--- src/rtl/hazard_ctrl.sv ---
// hazard_ctrl: pipeline sequencing controller for the five-stage core.
//   Each cycle it decides whether the PC advances and whether each pipeline
//   register loads, holds or flushes. It also keeps two saturating
//   performance counters. A two-state FSM discards a fetch that was still
//   in flight when a taken branch redirected the PC.
// Ports:
//   clk, rst                  clock (rising edge), async active-low reset
//   id_rs1_addr/id_rs2_addr   source registers of the ID instruction
//   id_rs1_used/id_rs2_used   ID instruction actually reads rs1/rs2
//   ex_mem_r, ex_rd_addr      EX instruction is a load, and its rd
//   ex_branch_taken           EX redirects the PC
//   if_busy, mem_busy         instruction / data memory not yet done
//   pc_write                  PC load enable
//   *_sf                      per-register control: [0] flush, [1] hold
//   stall_cnt, flush_cnt      cycles without PC advance, accepted redirects
module hazard_ctrl #(
    parameter int CNT_W = 32
) (
    input  logic             clk,
    input  logic             rst,
    input  logic [4:0]       id_rs1_addr,
    input  logic [4:0]       id_rs2_addr,
    input  logic             id_rs1_used,
    input  logic             id_rs2_used,
    input  logic             ex_mem_r,
    input  logic [4:0]       ex_rd_addr,
    input  logic             ex_branch_taken,
    input  logic             if_busy,
    input  logic             mem_busy,
    output logic             pc_write,
    output logic [1:0]       if_id_sf,
    output logic [1:0]       id_ex_sf,
    output logic [1:0]       ex_mem_sf,
    output logic [1:0]       mem_wb_sf,
    output logic [CNT_W-1:0] stall_cnt,
    output logic [CNT_W-1:0] flush_cnt
);

    localparam logic [1:0] SF_LOAD  = 2'b00;
    localparam logic [1:0] SF_FLUSH = 2'b01;
    localparam logic [1:0] SF_HOLD  = 2'b10;

    typedef enum logic {RUN, FLUSH_PEND} state_t;

    state_t state, state_nxt;
    logic   load_use;
    logic   redirect;

    // x0 is hard-wired zero, so a load targeting it never creates a dependency.
    assign load_use = ex_mem_r && (ex_rd_addr != 5'd0) &&
                      ((id_rs1_used && (id_rs1_addr == ex_rd_addr)) ||
                       (id_rs2_used && (id_rs2_addr == ex_rd_addr)));

    always_ff @(posedge clk or negedge rst) begin
        if (!rst) state <= RUN;
        else      state <= state_nxt;
    end

    always_comb begin
        pc_write  = 1'b1;
        if_id_sf  = SF_LOAD;
        id_ex_sf  = SF_LOAD;
        ex_mem_sf = SF_LOAD;
        mem_wb_sf = SF_LOAD;
        redirect  = 1'b0;
        // Outside a new redirect the only thing keeping us in FLUSH_PEND is
        // the wrong-path fetch still being outstanding.
        state_nxt = (state == FLUSH_PEND && if_busy) ? FLUSH_PEND : RUN;

        if (!rst) begin
            // Pipeline is flushed and PC parked for the whole reset.
            pc_write  = 1'b0;
            if_id_sf  = SF_FLUSH;
            id_ex_sf  = SF_FLUSH;
            ex_mem_sf = SF_FLUSH;
            mem_wb_sf = SF_FLUSH;
            state_nxt = RUN;
        end else if (mem_busy) begin
            // Freeze: everything upstream of MEM holds, MEM_WB gets a bubble.
            // A taken branch in EX is held and re-presents after the freeze.
            pc_write  = 1'b0;
            if_id_sf  = SF_HOLD;
            id_ex_sf  = SF_HOLD;
            ex_mem_sf = SF_HOLD;
            mem_wb_sf = SF_FLUSH;
        end else if (ex_branch_taken) begin
            // PC takes the target even if a fetch is outstanding; that fetch
            // is then discarded from FLUSH_PEND.
            redirect  = 1'b1;
            if_id_sf  = SF_FLUSH;
            id_ex_sf  = SF_FLUSH;
            state_nxt = if_busy ? FLUSH_PEND : RUN;
        end else if (load_use) begin
            pc_write  = 1'b0;
            if_id_sf  = SF_HOLD;
            id_ex_sf  = SF_FLUSH;
        end else if (state == FLUSH_PEND) begin
            // Either still waiting, or the wrong-path word arrives this cycle
            // and must not be captured.
            pc_write  = 1'b0;
            if_id_sf  = SF_FLUSH;
        end else if (if_busy) begin
            pc_write  = 1'b0;
            if_id_sf  = SF_FLUSH;
        end
    end

    always_ff @(posedge clk or negedge rst) begin
        if (!rst) begin
            stall_cnt <= '0;
            flush_cnt <= '0;
        end else begin
            if (!pc_write && stall_cnt != '1) stall_cnt <= stall_cnt + CNT_W'(1);
            if (redirect && flush_cnt != '1)  flush_cnt <= flush_cnt + CNT_W'(1);
        end
    end

endmodule
--- config.mk ---
export PLATFORM = sky130hd
export DESIGN_NAME = hazard_ctrl
export DESIGN_NICKNAME = d
export VERILOG_FILES = /design/src/rtl/hazard_ctrl.sv
export SDC_FILE = /design/constraint.sdc
export NUM_CORES = 1
export LEC_CHECK = 0
export CELL_PAD_IN_SITES_DETAIL_PLACEMENT = 0
export CELL_PAD_IN_SITES_GLOBAL_PLACEMENT = 1
export CORE_MARGIN = 4
export CORE_UTILIZATION = 30
export DETAILED_ROUTE_END_ITERATION = 8
export GPL_ROUTABILITY_DRIVEN = 0
export PLACE_DENSITY = 0.79
export RECOVER_POWER = 100
export SYNTH_ARGS = -nofsm -noshare
export SYNTH_HDL_FRONTEND = slang
export SYNTH_SLANG_ARGS = --single-unit
--- constraint.sdc ---
create_clock -name clk -period 2.6 [get_ports clk]
set_input_delay 0.39 -clock clk [delete_from_list [all_inputs] [get_ports clk]]
set_output_delay 0.39 -clock clk [all_outputs]
set_load 0.01 [all_outputs]
==> flow_metrics.tcl <==
set metrics [dict create \
    p_leak_nw 1.99 \
    rsz0062_at_grt "false" \
    violations "capacitance limit, slew limit" \
    clock_sinks 65 \
    path_clk_slew_ps 70 \
    drc 0 \
    dr.first_iter.drc_count 65 \
    crit_fanout 3 \
    utilization_pct 43.3 \
    hpwl_microns 6190 \
    crit_arrival_ps 2100 \
    globalRouteOverflowTotal 0 \
    fmax_mhz 401 \
    grt_pass1_wl_microns 14200 \
    ys_top_cells_by_area "dfrtp_1 49%, xnor2_1 10%, xor2_1 8.7%" \
    area_delta_synth_final_pct 40.7 \
    fin_crit_ps 2490 \
    switching_share_pct 30.7 \
    switchingPower_uw 896 \
    synth-seq-area-share_pct 48.8 \
    die_w_microns 113 \
    yosys.area.top_type "dfrtp_1" \
    finalSetupViolations 0 \
    nets 464 \
    die-area_sq_mm 0.0129 \
    synth.avg_cell_area_sq_um 10.1 \
    synth_top_area_share_pct 48.8 \
    ant_nets 0 \
    ir_worst_vdd_v 0.000394 \
    clockBufferDepth 2 \
    p_clk_share_pct 28.1 \
    wl_per_cell_microns 14.2 \
    cts_root_buf "clkbuf_8" \
    cp_cell_sequence "clkdlybuf4s50_1 -> or4_4 -> o21ai_2 -> nand2b_4 -> buf_4 -> a21oi_1 -> dlygate4sd2_1" \
    ys_warn_count 0 \
    grt_usage_pct 13.4 \
    hold_viol 0 \
    pre_cts_ws_ps -312 \
    cts_tree "built" \
    path_class "in2out" \
    hold_class "reg2reg" \
    cts_hold_buffers 0 \
    antenna_found_initial 0 \
    routed_wl_microns 8240 \
    pwr-share-seq_pct 46.7 \
    combPwrFrac_pct 25.2 \
    synth_nets 355 \
    worst-path-buf-inv 3 \
    drive_gt1_share_pct 9.05 \
    fin_total_pwr_mw 2.92 \
    first_global_vias 2900 \
    io_pins 96 \
    yosys_most_used_dff "dfrtp_1" \
    diodes 0 \
    core_sq_mm 0.0108 \
    cts_htree_levels 3 \
    grt_max_degree 67 \
    start_kind "primary input" \
    synth-edff-count 0 \
    hold_slack_ps 476 \
    critPathTopFamily "buffers and inverters" \
    numCtsBuffers 9 \
    endpoint_kind "output port" \
    async_reset_ff_share_pct 100 \
    firstDrtPassIters 4 \
    max_slew_margin_pct -10.0 \
    ys_types 41 \
    p_per_area_mw_per_mm2 622 \
    std_cell_rows 38 \
    finalWorstSetupSlack_ps 106 \
    vias_per_cell 4.80 \
    clock-skew-final_ps 9.16 \
    required_ps 2210 \
    maxCapViolCount 1 \
    die_y_microns 113 \
    syn_area_sq_mm 0.00334 \
    synth_seq_cells 65 \
    io_buffer_count 94 \
    n_fill_cell 1065 \
    cpPeakStageDelay_ps 550 \
    p_int_mw 2.02 \
    clock_latency_ps 330 \
    syn_inst 330 \
    tightest_slew_ps 1650 \
    slew_violations 67 \
    vias 2795 \
    cp_slowest_cell "or4_4" \
    period_share_pct 95.9 \
    status "finished with violations" \
    floorplan.initialDensity_pct 30.8 \
]
-- kinds of logic after synthesis --
logic type,after synthesis,share of synthesized area (%)
other,1,0.112
multiplexers,1,0.338
AND/OR/NAND/NOR,158,26.0
AO/OA/AOI/OAI,12,2.33
buffers and inverters,19,2.81
XOR/XNOR,72,18.9
flip-flops,65,48.8
adder cells (fa/ha/maj),2,0.750
-- worst register-to-register path, cell delays in order, from the launching register on --
cell and delay, ps:
dfrtp_1 430, ha_1 230, nand3_1 230, nor2b_1 90
and4b_1 310, buf_4 220, or4_1 480, xnor2_1 140
-- state kept, by name (all words and copies together) (netlist names) --
signal and flops:
flush_cnt 32, stall_cnt 32, state 1
-- power by group through the flow --
stage | clock [mW] | combinational [mW] | sequential [mW]
after floorplan | 0 | 0.282 | 1.42
after global placement | 0 | 0.794 | 1.38
after detailed placement | 0 | 0.805 | 1.39
after CTS | 0.859 | 0.807 | 1.37
after global routing | 0.901 | 0.801 | 1.40
final | 0.821 | 0.736 | 1.36
-- routing by layer --
metal / part of all wire [%] / vias up / global-route usage (%)
met3: 3.9 / 6 / 3.55
met1: 43 / 1362 / 16.0
met2: 52 / 54 / 23.9
met4: 0.75 / 0 / 3.61
met5: 0 / - / 0
li1: - / 1373 / -
-- layout make-up --
class                   instances  area (sq um)  area share [%]
clock buffers                  11           141            3.01
repair buffers                109          1040            22.2
inverters                       8          30.0           0.640
flip-flops and latches         65          1630            34.7
multi-input cells             246          1640            34.9
clock inverters                 3          42.5           0.907
well taps                     140           175            3.73
-- cells in the mapped netlist, types with 3 or more instances --
cell and instances:
dfrtp_1 65, xnor2_1 39, xor2_1 33, nand3_1 31, nand2_1 29, nor3_1 18
nand4_1 17, nor2_1 16, nor4_1 11, and3_1 8, inv_1 8, buf_2 6
a21oi_1 4, and4_1 3, and4_4 3, nand2b_1 3
-- cell usage in the layout, fill, tap and decap left out, types with 3 or more instances in the layout --
cell type        instances
dlygate4sd3_1           68
dfrtp_1                 65
xnor2_1                 39
xor2_1                  33
nand3_1                 31
nand2_1                 29
clkdlybuf4s50_1         19
nor3_1                  18
nand4_1                 17
nor2_1                  16
buf_4                   13
nor4_1                  11
clkbuf_8                10
inv_1                    8
and3_1                   8
a21oi_1                  3
and4_1                   3
and4_4                   3
-- path summary, 6_finish.rpt --
check | startpoint | to | slack, ps | depth (start not counted)
max | ex_rd_addr[1] | id_ex_sf[0] | 110 | 7
min | stall_cnt[31]$_DFFE_PN0P_ | stall_cnt[31]$_DFFE_PN0P_ | 480 | 1
max reg2reg | stall_cnt[0]$_DFFE_PN0P_ | stall_cnt[7]$_DFFE_PN0P_ | 350 | 7
min reg2reg | stall_cnt[31]$_DFFE_PN0P_ | stall_cnt[31]$_DFFE_PN0P_ | 480 | 1
max in group asynchronous | rst | stall_cnt[18]$_DFFE_PN0P_ | 880 | 2
min in group asynchronous | rst | stall_cnt[4]$_DFFE_PN0P_ | 760 | 2
-- repair_timing --
item	CTS	global route
pin swaps	0	1
endpoints found under the setup margin	4	3
buffers inserted	0	1
resized for setup	7	10
-- metrics by stage --
step	area [sq um]	setup TNS, ps	instances
floorplan	3340	0	330
global placement	4490	-1030	567
detailed placement	4490	-1410	567
CTS	4680	0	581
global route	4690	0	582
finish	4690	0	582
Note: power is estimated with default switching activity, not from simulation.
